## src/rtl/hwpe_stream_package.sv

```systemverilog
// rtl/hwpe_stream_package.sv - shared HWPE-Stream types
package hwpe_stream_package;

   typedef enum logic [1:0] {
      IDLE  = 2'd0,
      ISSUE = 2'd1,
      DRAIN = 2'd2
   } state_linsrc_t;

endpackage

```

## src/rtl/hwpe_stream_fifo.sv

```systemverilog
// rtl/hwpe_stream_fifo.sv - power-of-two word FIFO with registered storage
module hwpe_stream_fifo #(
   parameter int unsigned DATA_WIDTH = 32,
   parameter int unsigned FIFO_DEPTH = 4
) (
   input  logic                          clk_i,
   input  logic                          rst_ni,
   input  logic                          clear_i,
   input  logic                          push_valid_i,
   input  logic [DATA_WIDTH-1:0]         push_data_i,
   output logic                          pop_valid_o,
   output logic [DATA_WIDTH-1:0]         pop_data_o,
   input  logic                          pop_ready_i,
   output logic [$clog2(FIFO_DEPTH):0]   used_o
);
   localparam int unsigned AW = $clog2(FIFO_DEPTH);

   logic [AW-1:0]         wr_ptr_q, rd_ptr_q;
   logic [AW:0]           used_q;
   logic [DATA_WIDTH-1:0] mem_q [FIFO_DEPTH];
   logic                  full, do_push, do_pop;

   assign full        = (used_q == (AW+1)'(FIFO_DEPTH));
   assign pop_valid_o = (used_q != '0);
   assign pop_data_o  = mem_q[rd_ptr_q];
   assign used_o      = used_q;
   assign do_pop      = pop_valid_o & pop_ready_i;
   // A push into a full FIFO is accepted only when the head leaves in the same cycle
   assign do_push     = push_valid_i & (~full | do_pop);

   always_ff @(posedge clk_i or negedge rst_ni) begin
      if (!rst_ni) begin
         wr_ptr_q <= '0;
         rd_ptr_q <= '0;
         used_q   <= '0;
      end else if (clear_i) begin
         wr_ptr_q <= '0;
         rd_ptr_q <= '0;
         used_q   <= '0;
      end else begin
         if (do_push) wr_ptr_q <= wr_ptr_q + 1'b1;
         if (do_pop)  rd_ptr_q <= rd_ptr_q + 1'b1;
         if (do_push && !do_pop)      used_q <= used_q + 1'b1;
         else if (!do_push && do_pop) used_q <= used_q - 1'b1;
      end
   end

   always_ff @(posedge clk_i) begin
      if (do_push && !clear_i) mem_q[wr_ptr_q] <= push_data_i;
   end

endmodule

```

## src/rtl/hwpe_stream_source_linear.sv

```systemverilog
// rtl/hwpe_stream_source_linear.sv - strided TCDM reader feeding an HWPE-Stream
module hwpe_stream_source_linear
   import hwpe_stream_package::*;
#(
   parameter int unsigned FIFO_DEPTH = 4,
   parameter int unsigned CNT_WIDTH  = 16
) (
   input  logic                 clk_i,
   input  logic                 rst_ni,
   input  logic                 clear_i,
   input  logic                 start_i,
   input  logic [31:0]          base_addr_i,
   input  logic [31:0]          stride_i,
   input  logic [CNT_WIDTH-1:0] count_i,
   output logic                 ready_start_o,
   output logic                 done_o,
   output logic                 tcdm_req_o,
   input  logic                 tcdm_gnt_i,
   output logic [31:0]          tcdm_add_o,
   output logic                 tcdm_wen_o,
   output logic [3:0]           tcdm_be_o,
   output logic [31:0]          tcdm_data_o,
   input  logic [31:0]          tcdm_r_data_i,
   input  logic                 tcdm_r_valid_i,
   output logic                 valid_o,
   output logic [31:0]          data_o,
   output logic [3:0]           strb_o,
   input  logic                 ready_i
);
   localparam int unsigned UW = $clog2(FIFO_DEPTH) + 1;

   state_linsrc_t        cs_q, cs_d;
   logic [31:0]          addr_q, stride_q;
   logic [CNT_WIDTH-1:0] issue_left_q, pop_left_q;
   logic                 inflight_q, drop_q, done_q;
   logic [UW-1:0]        fifo_used;
   logic [UW:0]          credit;
   logic                 granted, pop, push, last_pop;

   // Credit covers buffered words plus the one response that may still be in flight
   assign credit     = {1'b0, fifo_used} + {{UW{1'b0}}, inflight_q};
   assign tcdm_req_o = (cs_q == ISSUE) && (issue_left_q != '0)
                       && (credit < (UW+1)'(FIFO_DEPTH));
   assign granted    = tcdm_req_o & tcdm_gnt_i;
   assign pop        = valid_o & ready_i;
   assign push       = tcdm_r_valid_i & ~drop_q;
   assign last_pop   = pop && (pop_left_q == CNT_WIDTH'(1));

   assign ready_start_o = (cs_q == IDLE);
   assign done_o        = done_q;
   assign tcdm_add_o    = addr_q;
   assign tcdm_wen_o    = 1'b1;
   assign tcdm_be_o     = 4'hF;
   assign tcdm_data_o   = 32'h0;
   assign strb_o        = 4'hF;

   always_ff @(posedge clk_i or negedge rst_ni) begin
      if (!rst_ni) cs_q <= IDLE;
      else         cs_q <= cs_d;
   end

   always_comb begin
      cs_d = cs_q;
      case (cs_q)
         IDLE:    if (start_i && count_i != '0) cs_d = ISSUE;
         ISSUE:   if (granted && issue_left_q == CNT_WIDTH'(1)) cs_d = DRAIN;
         DRAIN:   if (last_pop) cs_d = IDLE;
         default: cs_d = IDLE;
      endcase
      if (clear_i) cs_d = IDLE;
   end

   always_ff @(posedge clk_i or negedge rst_ni) begin
      if (!rst_ni) begin
         addr_q       <= '0;
         stride_q     <= '0;
         issue_left_q <= '0;
         pop_left_q   <= '0;
         inflight_q   <= 1'b0;
         drop_q       <= 1'b0;
         done_q       <= 1'b0;
      end else if (clear_i) begin
         addr_q       <= '0;
         stride_q     <= '0;
         issue_left_q <= '0;
         pop_left_q   <= '0;
         inflight_q   <= 1'b0;
         drop_q       <= 1'b1;
         done_q       <= 1'b0;
      end else begin
         inflight_q <= granted;
         drop_q     <= 1'b0;
         done_q     <= ((cs_q == IDLE) && start_i && count_i == '0)
                       || ((cs_q == DRAIN) && last_pop);
         if (cs_q == IDLE && start_i) begin
            addr_q       <= base_addr_i;
            stride_q     <= stride_i;
            issue_left_q <= count_i;
            pop_left_q   <= count_i;
         end else begin
            if (granted) begin
               addr_q       <= addr_q + stride_q;
               issue_left_q <= issue_left_q - 1'b1;
            end
            if (pop) pop_left_q <= pop_left_q - 1'b1;
         end
      end
   end

   hwpe_stream_fifo #(
      .DATA_WIDTH (32),
      .FIFO_DEPTH (FIFO_DEPTH)
   ) i_fifo (
      .clk_i        (clk_i),
      .rst_ni       (rst_ni),
      .clear_i      (clear_i),
      .push_valid_i (push),
      .push_data_i  (tcdm_r_data_i),
      .pop_valid_o  (valid_o),
      .pop_data_o   (data_o),
      .pop_ready_i  (ready_i),
      .used_o       (fifo_used)
   );

endmodule

```

## config.mk

```make
export PLATFORM = sky130hd
export DESIGN_NAME = hwpe_stream_source_linear
export DESIGN_NICKNAME = d
export VERILOG_FILES = /design/src/rtl/hwpe_stream_package.sv /design/src/rtl/hwpe_stream_fifo.sv /design/src/rtl/hwpe_stream_source_linear.sv
export SDC_FILE = /design/constraint.sdc
export NUM_CORES = 1
export LEC_CHECK = 0
export ABC_AREA = 1
export BUFFER_PORTS_ARGS = -buffer_cell sky130_fd_sc_hd__buf_4
export CAP_MARGIN = 20
export CORE_MARGIN = 1.5
export CORE_UTILIZATION = 43
export DETAILED_ROUTE_END_ITERATION = 7
export PLACE_DENSITY = 0.63
export SETUP_SLACK_MARGIN = 0.2
export SYNTH_ARGS = -nofsm -noshare
export SYNTH_HDL_FRONTEND = slang
export SYNTH_SLANG_ARGS = --single-unit
```

## constraint.sdc

```tcl
create_clock -name clk_i -period 3.68 [get_ports clk_i]
set_input_delay 0.736 -clock clk_i [delete_from_list [all_inputs] [get_ports clk_i]]
set_output_delay 0.736 -clock clk_i [all_outputs]
set_load 0.005 [all_outputs]
```

==> impl_metrics.env, run 1 <==
export IMPL_cp_max_fo=19
export IMPL_synth_avg_cell_area_um2=8.096
export IMPL_placeableCoreArea_um2=29720
export IMPL_finish_net_count=1946
export IMPL_worstSkewPairLatency_ns=0.54
export IMPL_post_route_cells_drive_above_1_share=0.1435
export IMPL_post_synth_mux_area_share=0.004602
export IMPL_antenna_violations_before_repair=0
export IMPL_vdd_ir_drop_max_mv=0.4265
export IMPL_layout_filler_cells=2867
export IMPL_post_cts_setup_buffer_count=0
export IMPL_die_y_um=177.2
export IMPL_drt_iter0_markers=867
export IMPL_synthesized_area_fraction_occupied_by_xor_and_xnor_cells=0.01409
export IMPL_post_drt_via_cell_ratio=5.070
export IMPL_post_synth_main_area_contributors="edfxtp_1 (29%), dfrtp_1 (21%), nand2_1 (13%)"
export IMPL_tritoncts_num_sinks=236
export IMPL_timing_reg2reg_setup_slack_ns=1.29
export IMPL_cpMostUsedCell="buf_4"
export IMPL_max_cap_violations=0
export IMPL_fp_dieW_um=177.2
export IMPL_cts_root_buffer="clkbuf_16"
export IMPL_synthCells=1612
export IMPL_layout_area_overhead_vs_synth_pct=18.74
export IMPL_yosysWarningCount=0
export IMPL_power_per_cell_area_nw_per_um2=507.7
export IMPL_tritoncts="done"
export IMPL_grt_overflow=0
export IMPL_grt_first_pass_wirelength_mm=54.88
export IMPL_portBuffers=186
export IMPL_synth_top_family_by_area="simple AND/OR/NAND/NOR gates"
export IMPL_drt_first_pass_iters=5
export IMPL_cts_inserted_buffers=26
export IMPL_postCtsResizedCells=0
export IMPL_start_util=0.4392
export IMPL_post_route_ant_nets=0
export IMPL_fmaxAchievable_ghz=0.3391
export IMPL_timing_final_crit_share=0.8014
export IMPL_final_area_um2=15500
export IMPL_ys_dominant_reg_cell="edfxtp_1"
export IMPL_cpMaxStageDelayCell="inv_1"
export IMPL_total_power_mw=7.867
export IMPL_unrepaired_setup_endpoints_after_global_routing="false"
export IMPL_clk_transition_reported_paths_ns=0.06
export IMPL_pin_count=228
export IMPL_std_cell_rows=63
export IMPL_cp_data_arrival_time_ns=2.21
export IMPL_worstSetupEndpointType="output port"
export IMPL_num_vias=11130
export IMPL_dp_hpwl_mm=24.10
export IMPL_synth_edf_count=128
export IMPL_slew_headroom=0.4558
export IMPL_final_min_clock_period_ns=2.949
export IMPL_final_setup_tns_ns=0
export IMPL_gr_usage_total=0.2201
export IMPL_synth_top_cells_by_count="nand2_1 (444), nor2_1 (198), inv_1 (178), nand3_1 (134), edfxtp_1 (128)"
export IMPL_crit_type="reg -> out"
export IMPL_synth_seq_cells=236
export IMPL_ctsLongestPathBuffers=3
export IMPL_fin_worst_skew_ns=0.01036
export IMPL_route_final_wire_length_mm=34.33
export IMPL_die_area_um2=31410
export IMPL_wl_per_cell_um=15.64
export IMPL_hold_path_class="in -> async"
export IMPL_total_leakage_power_nw=7.552
export IMPL_gpl_final_weighted_congestion=0.9624
export IMPL_synth_compound_area_share=0.08897
export IMPL_max_stage_delay_ns=0.47
export IMPL_depth_of_the_worst_register_to_register_path=10
export IMPL_finalHoldViolations=0
export IMPL_asyncSetResetFlopFracSynth=0.4576
export IMPL_yosys_cell_count_top_type="nand2_1"
export IMPL_setup_viol=0
export IMPL_actual_slew_at_the_worst_max_slew_pin_ns=0.8135
export IMPL_grt_start_max_net_pins=68
export IMPL_synth_adder_area_share=0.04142
export IMPL_synth_cell_types=41
export IMPL_crit_path_start_kind="register"
export IMPL_htree_levels=1
export IMPL_timing_critical_path_cells="inv_1, buf_4, o21ai_0, o22ai_1, buf_4"
export IMPL_critical_path_reg2reg_startpoint="issue_left_q[8]"
export IMPL_synth_simple_gate_area_frac=0.2539
export IMPL_timing_rr_end="tcdm_add_o[22]"
export IMPL_post_synth_top_area_fraction=0.2945
export IMPL_synth_largest_area_cell="edfxtp_1"
export IMPL_number_of_global_route_vias_before_repair=10460
export IMPL_placedInstanceArea_um2=14660
export IMPL_drc=0
export IMPL_outcome="completed"
export IMPL_netlist_area_um2=13050
export IMPL_critPathRequiredTime_ns=2.94
export IMPL_cts_hold_buffers=0
export IMPL_antenna_diode_instance_count=0
export IMPL_synth_seq_area_share=0.5016
export IMPL_timing_final_max_slew_violations=0
## sequential cells by signal, indices dropped and copies added, names as in the netlist, 2 cells and up
| name | flops |
|---|---|
| cs_q | 2 |
| stride_q | 32 |
| tcdm_add_o | 32 |
| pop_left_q | 16 |
| issue_left_q | 16 |
| i_fifo.wr_ptr_q | 2 |
| i_fifo.used_o | 3 |
| i_fifo.rd_ptr_q | 2 |
| i_fifo.mem_q | 128 |
## worst max path at each step
stage | endpoint | slack, ns | start | cells past startpoint
after global placement | data_o[4] | 1.26 | i_fifo.rd_ptr_q[1] | 5
after detailed placement | data_o[7] | 1.26 | i_fifo.rd_ptr_q[1] | 5
after global routing | data_o[7] | 0.53 | i_fifo.rd_ptr_q[1] | 5
after floorplan | i_fifo.mem_q[0][0] | 0.51 | clear_i | 5
after CTS | data_o[7] | 0.67 | i_fifo.rd_ptr_q[1] | 5
final | data_o[7] | 0.73 | i_fifo.rd_ptr_q[1] | 5
## where the power goes
| group | switching (mW) | internal, mW | total [mW] | leakage (nW) |
|---|---|---|---|---|
| clock network | 1.04 | 1.46 | 2.51 | 0.410 |
| registers | 0.186 | 3.01 | 3.20 | 2.58 |
| logic | 1.32 | 0.849 | 2.17 | 4.56 |
| total | 2.55 | 5.32 | 7.87 | 7.55 |
## routing by layer
metal  track usage  vias up  share of wire
met2        0.3368      339           0.43
met5             0        -              0
li1              -     5533              -
met1        0.3267     5225           0.48
met3       0.03823       32          0.070
met4       0.04379        0          0.017
## critical path: cells and delay by family (launching register included)
family	cells	cell delay, ns
buffers and inverters	3	0.97
flip-flops	1	0.38
AO/OA/AOI/OAI	2	0.32
## cell usage in the layout (no fill, tap or decap), types with 2 or more instances in the layout
cell / count
nand2_1: 443
buf_4: 202
nor2_1: 194
inv_1: 178
nand3_1: 134
edfxtp_1: 128
dfrtp_1: 107
o21ai_0: 106
conb_1: 41
a21oi_1: 40
ha_1: 40
o22ai_1: 37
clkbuf_16: 26
o21ai_1: 20
nand4_1: 14
xor2_1: 12
xnor2_1: 9
clkbuf_1: 9
nor3_1: 7
mux2i_1: 6
clkinv_2: 6
nor2_2: 4
inv_2: 4
o211ai_1: 4
o21bai_1: 4
clkbuf_8: 4
nor3_2: 2
and2_1: 2
nand2_2: 2
nor2_4: 2
clkinv_1: 2
nand3b_1: 2
fa_1: 2
## cells by family after synthesis
family,count (synthesis)
AOI/OAI and AO/OA,216
xor gates and xnor gates,21
adders and majority gates,42
buffers and inverters,279
DFF,236
muxes,6
other,2
and+or+nand+nor,810
## area by class of cell
type,instances,area (um^2),area share
sequential,236,6548,0.4225
multi-input combinational,1136,5425,0.3501
timing repair buffer,202,1516,0.09785
clock buffer,39,739.5,0.04772
inverter,183,686.9,0.04432
tap,390,488.0,0.03149
clock inverter,9,93.84,0.006055
## through the flow
stage | std cells | setup WS [ns] | hold WS (ns) | utilization
CTS | 2195 | 0.6737 | 0.1440 | 0.5215
floorplan | 1651 | 0.5132 | 0.4404 | -
global route | 2195 | 0.5329 | 0.1588 | 0.5215
global placement | 2147 | 1.265 | 0.4645 | 0.4935
finish | 2195 | 0.7307 | 0.1420 | 0.5215
detailed placement | 2147 | 1.265 | 0.4664 | 0.4935
Note: power is estimated with default switching activity, not from simulation.
==> run 2, diff against run 1 <==
==> constraint.sdc (replaced) <==
create_clock -name clk_i -period 3.09 [get_ports clk_i]
set_input_delay 0.618 -clock clk_i [delete_from_list [all_inputs] [get_ports clk_i]]
set_output_delay 0.618 -clock clk_i [all_outputs]
set_load 0.005 [all_outputs]
==> impl_metrics.env, run 2 (synthesis gave the netlist of run 1 again) <==
export IMPL_total_leakage_power_nw=7.575
export IMPL_max_cap_violations=0
export IMPL_outcome="completed"
export IMPL_layout_cells_most_common_list="nand2_1 (443), buf_4 (199), nor2_1 (194), inv_1 (178), nand3_1 (134)"
export IMPL_actual_slew_at_the_worst_max_slew_pin_ns=0.9826
export IMPL_unrepaired_setup_endpoints_after_global_routing="false"
export IMPL_finish_net_count=1948
export IMPL_gpl_final_weighted_congestion=0.9344
export IMPL_critPathBufInv=3
export IMPL_tritoncts_num_sinks=236
export IMPL_layout_area_overhead_vs_synth_pct=19.28
export IMPL_regMostFlops="i_fifo.mem_q"
export IMPL_htree_levels=1
export IMPL_drt_iter0_markers=781
export IMPL_antenna_diode_instance_count=0
export IMPL_layout_filler_cells=2792
export IMPL_fin_worst_skew_ns=0.01888
export IMPL_leading_cell_type_in_the_layout_fill_and_taps_excluded="nand2_1"
export IMPL_post_drt_via_cell_ratio=5.083
export IMPL_pin_count=228
export IMPL_die_y_um=177.2
export IMPL_cp_max_fo=42
export IMPL_cp_data_arrival_time_ns=2.12
export IMPL_route_final_wire_length_mm=34.62
export IMPL_placeableCoreArea_um2=29720
export IMPL_grt_first_pass_wirelength_mm=55.08
export IMPL_setup_viol=0
export IMPL_max_stage_delay_ns=0.60
export IMPL_fp_dieW_um=177.2
export IMPL_fmaxAchievable_ghz=0.3657
export IMPL_dp_hpwl_mm=24.05
export IMPL_cpMaxStageDelayCell="dfrtp_4"
export IMPL_hold_worst_slack_ns=0.2634
export IMPL_post_route_cells_drive_above_1_share=0.1430
export IMPL_grt_start_max_net_pins=83
export IMPL_critical_path_reg2reg_startpoint="issue_left_q[8]"
export IMPL_critPathRequiredTime_ns=2.47
export IMPL_start_util=0.4392
export IMPL_die_area_um2=31410
export IMPL_largest_register_ff_count=128
export IMPL_hold_path_class="in -> reg"
export IMPL_drt_first_pass_iters=4
export IMPL_timing_critical_path_cells="inv_1, buf_8, o21ai_0, o22ai_1, buf_4"
export IMPL_timing_final_max_slew_violations=0
export IMPL_antenna_violations_before_repair=0
export IMPL_std_cell_rows=63
export IMPL_ctsLongestPathBuffers=3
export IMPL_cts_root_buffer="clkbuf_16"
export IMPL_cts_inserted_buffers=26
export IMPL_timing_final_crit_share=0.8850
export IMPL_placedInstanceArea_um2=14700
export IMPL_worstSkewPairLatency_ns=0.55
export IMPL_wl_per_cell_um=15.78
export IMPL_place_detailed_instances=2148
export IMPL_worstSetupEndpointType="output port"
export IMPL_portBuffers=186
export IMPL_power_per_cell_area_nw_per_um2=611.7
export IMPL_total_power_mw=9.522
export IMPL_hold_path_startpoint="tcdm_r_data_i[28]"
export IMPL_cpLargestDelayFamily="flip-flops"
export IMPL_clk_transition_reported_paths_ns=0.06
export IMPL_num_vias=11150
export IMPL_slew_headroom=0.3449
export IMPL_vdd_ir_drop_max_mv=0.4995
export IMPL_final_min_clock_period_ns=2.735
export IMPL_final_setup_tns_ns=0
export IMPL_tritoncts="done"
export IMPL_crit_path_start_kind="register"
export IMPL_crit_type="reg -> out"
export IMPL_grt_overflow=0
export IMPL_finalHoldViolations=0
export IMPL_post_route_ant_nets=0
export IMPL_worstSetupStartpoint="i_fifo.rd_ptr_q[0]"
export IMPL_number_of_global_route_vias_before_repair=10580
export IMPL_layoutNonFillerInstCount=2194
export IMPL_drc=0
export IMPL_gr_usage_total=0.2220
export IMPL_final_area_um2=15570
==> run 2: per-stage QoR <==
step                        util  setup slack (ns)
final                     0.5239            0.3554
after global routing      0.5239            0.2124
after CTS                 0.5235            0.2037
after detailed placement  0.4945            0.7173
after global placement    0.4945            0.7420
after floorplan                -           0.04122
==> run 2: power breakdown <==
| part | switching (mW) | internal (mW) | total [mW] |
|---|---|---|---|
| combinational | 1.57 | 1.03 | 2.60 |
| sequential | 0.248 | 3.59 | 3.83 |
| clock | 1.26 | 1.83 | 3.09 |
| total | 3.08 | 6.44 | 9.52 |
==> run 2: metal layers <==
layer | global-route usage | wire length (um) | vias to the layer above
li1 | - | - | 5526
met1 | 0.3294 | 16820 | 5245
met2 | 0.3314 | 14700 | 326
met3 | 0.03651 | 2166 | 56
met4 | 0.06603 | 937 | 0
met5 | 0 | 0 | -
==> run 2: worst paths after layout <==
check | endpoint | depth (start not counted) | slack [ns]
min in group asynchronous | i_fifo.rd_ptr_q[0] | 2 | 0.53
setup / recovery | data_o[27] | 5 | 0.36
max in group asynchronous | stride_q[13] | 3 | 1.86
hold reg to reg | stride_q[2] | 2 | 0.48
setup reg to reg | issue_left_q[0] | 9 | 0.67
hold / removal | i_fifo.mem_q[2][28] | 1 | 0.26
==> run 2: repair_timing <==
action	4_1_cts	5_1_grt
cloned	0	0
setup buffers	0	0
hold buffers	1	0
endpoints found under the hold margin	24	0
endpoints found under the setup margin	6	17
resized for setup	1	4
==> run 2: final cells by class <==
type,instances,area [um^2],area share
clock buffers,34,690.7,0.04437
clock inverters,11,156.4,0.01005
inverters,183,686.9,0.04412
multi-input cells,1136,5425,0.3485
flip-flops and latches,236,6550,0.4208
well taps,390,488.0,0.03135
repair buffers,204,1570,0.1009
==> run 3, diff against run 2 <==
--- a/config.mk
+++ b/config.mk
@@ -8,7 +8,7 @@
 export ABC_AREA = 1
 export BUFFER_PORTS_ARGS = -buffer_cell sky130_fd_sc_hd__buf_4
 export CAP_MARGIN = 20
-export CORE_MARGIN = 1.5
+export CORE_MARGIN = 5
 export CORE_UTILIZATION = 43
 export DETAILED_ROUTE_END_ITERATION = 7
 export PLACE_DENSITY = 0.63
==> impl_metrics.env, run 3 (synthesis gave the netlist of run 1 again) <==
export IMPL_layout_area_overhead_vs_synth_pct=19.76
export IMPL_route_met2_wl_mm=15.49
export IMPL_gpl_final_weighted_congestion=0.9539
export IMPL_die_y_um=184.2
export IMPL_max_cap_violations=0
export IMPL_tritoncts_num_sinks=236
export IMPL_antenna_violations_before_repair=0
export IMPL_slew_headroom=0.3388
export IMPL_vdd_ir_drop_max_mv=0.3591
export IMPL_finalHoldViolations=0
export IMPL_route_final_wire_length_mm=35.83
export IMPL_layout_cells_most_common_list="nand2_1 (443), buf_4 (202), nor2_1 (194), inv_1 (177), nand3_1 (134)"
export IMPL_std_cell_rows=63
export IMPL_placeableCoreArea_um2=29800
export IMPL_setup_viol=0
export IMPL_dpl_worst_slack_ns=0.4854
export IMPL_post_cts_setup_buffer_count=0
export IMPL_final_area_um2=15630
export IMPL_timing_critical_path_cells="inv_1, buf_4, o21ai_0, o22ai_1, buf_4"
export IMPL_regMostFlops="i_fifo.mem_q"
export IMPL_timing_final_max_slew_violations=0
export IMPL_die_area_um2=33940
export IMPL_unrepaired_setup_endpoints_after_global_routing="false"
export IMPL_pin_count=228
export IMPL_cp_data_arrival_time_ns=2.12
export IMPL_multiInputGateArea_um2=5445
export IMPL_grt_start_max_net_pins=83
export IMPL_wl_met1_mm=16.95
export IMPL_maxUsedRoutingLayer="met4"
export IMPL_finish_net_count=1951
export IMPL_outcome="completed"
export IMPL_crit_path_start_kind="register"
export IMPL_fmaxAchievable_ghz=0.3659
export IMPL_final_min_clock_period_ns=2.733
export IMPL_layoutNonFillerInstCount=2200
export IMPL_num_vias=11150
export IMPL_htree_levels=1
export IMPL_tritoncts="done"
export IMPL_clk_transition_reported_paths_ns=0.06
export IMPL_finalWorstSetupSlack_ns=0.3569
export IMPL_largest_register_ff_count=128
export IMPL_layout_filler_cells=2827
export IMPL_post_route_ant_nets=0
export IMPL_place_detailed_instances=2150
export IMPL_antenna_diode_instance_count=0
export IMPL_gr_usage_total=0.2049
export IMPL_dr_wl_met3_mm=2.888
export IMPL_cp_max_fo=18
export IMPL_post_drt_via_cell_ratio=5.069
export IMPL_timing_final_crit_share=0.8845
export IMPL_actual_slew_at_the_worst_max_slew_pin_ns=0.9918
export IMPL_number_of_global_route_vias_before_repair=10720
export IMPL_portBuffers=186
export IMPL_grt_overflow=0
export IMPL_hold_path_class="in -> reg"
export IMPL_crit_type="reg -> out"
export IMPL_max_stage_delay_ns=0.45
export IMPL_fp_dieW_um=184.2
export IMPL_cts_root_buffer="clkbuf_16"
export IMPL_drt_first_pass_iters=5
export IMPL_grt_first_pass_wirelength_mm=56.48
export IMPL_total_leakage_power_nw=7.597
export IMPL_drc=0
export IMPL_power_per_cell_area_nw_per_um2=611.7
export IMPL_cpMostUsedCell="buf_4"
export IMPL_cts_inserted_buffers=27
export IMPL_final_seq_area_um2=6548
export IMPL_cpMaxStageDelayCell="inv_1"
export IMPL_worstSkewPairLatency_ns=0.54
export IMPL_leading_cell_type_in_the_layout_fill_and_taps_excluded="nand2_1"
export IMPL_placedInstanceArea_um2=14730
export IMPL_start_util=0.4380
export IMPL_critPathRequiredTime_ns=2.47
export IMPL_wl_per_cell_um=16.28
export IMPL_ctsLongestPathBuffers=3
export IMPL_worstSetupEndpointType="output port"
export IMPL_final_setup_tns_ns=0
export IMPL_fin_worst_skew_ns=0.01100
export IMPL_post_route_cells_drive_above_1_share=0.1464
export IMPL_dp_hpwl_mm=25.34
export IMPL_drt_iter0_markers=978
[run 3: cell count changes in the layout (fill, tap and decap cells not counted), moves of 2 or more]
cell	delta
buf_4	+3
nor2_2	-4
clkbuf_8	+2
clkbuf_1	-2
nor2_4	+4
clkinv_4	+4
clkinv_1	+2
[run 3: through the flow]
step,util,total power [mW],hold WS [ns]
floorplan,-,5.442,0.3224
global placement,0.4944,6.429,0.4616
detailed placement,0.4944,6.463,0.4663
CTS,0.5244,9.649,0.2498
global route,0.5246,10.17,0.2493
finish,0.5246,9.560,0.2791
[run 3: final timing paths]
kind | end | slack, ns | cells past startpoint | start
worst max-delay path | data_o[22] | 0.36 | 5 | i_fifo.rd_ptr_q[1]
worst min register to register | stride_q[0] | 0.47 | 2 | stride_q[0]
max in group asynchronous | stride_q[31] | 1.75 | 3 | rst_ni
worst max register to register | tcdm_add_o[16] | 0.69 | 10 | tcdm_add_o[0]
min in group asynchronous | pop_left_q[14] | 0.56 | 2 | rst_ni
worst min-delay path | i_fifo.mem_q[2][7] | 0.28 | 1 | tcdm_r_data_i[7]
[run 3: final cells by class]
cell class / instances / share of cell area
Clock inverter: 14 / 0.009446
Clock buffer: 35 / 0.04707
Timing Repair Buffer: 206 / 0.1009
Multi-Input combinational cell: 1136 / 0.3484
Tap cell: 390 / 0.03122
Inverter: 183 / 0.04403
Sequential cell: 236 / 0.4189
[run 3: worst max-delay path, delay by kind of cell, from the launching register on]
family,cells,cell delay (ns)
buffers and inverters,3,0.90
flip-flops,1,0.37
AO/OA/AOI/OAI,2,0.31
[run 3: where the power goes]
part / switching (mW) / internal (mW)
registers: 0.224 / 3.58
logic: 1.58 / 1.03
clock network: 1.29 / 1.86
[run 3: per-layer routing]
layer | vias to the layer above | track usage
met5 | - | 0
met3 | 41 | 0.03888
met2 | 383 | 0.3126
met4 | 0 | 0.03608
li1 | 5542 | -
met1 | 5185 | 0.3094
[run 3: what timing repair did]
item | in CTS | in global routing
gates cloned | 0 | 0
hold endpoints to repair | 21 | 0
hold buffers | 1 | 0
resized for setup | 1 | 1
setup endpoints to repair | 32 | 4
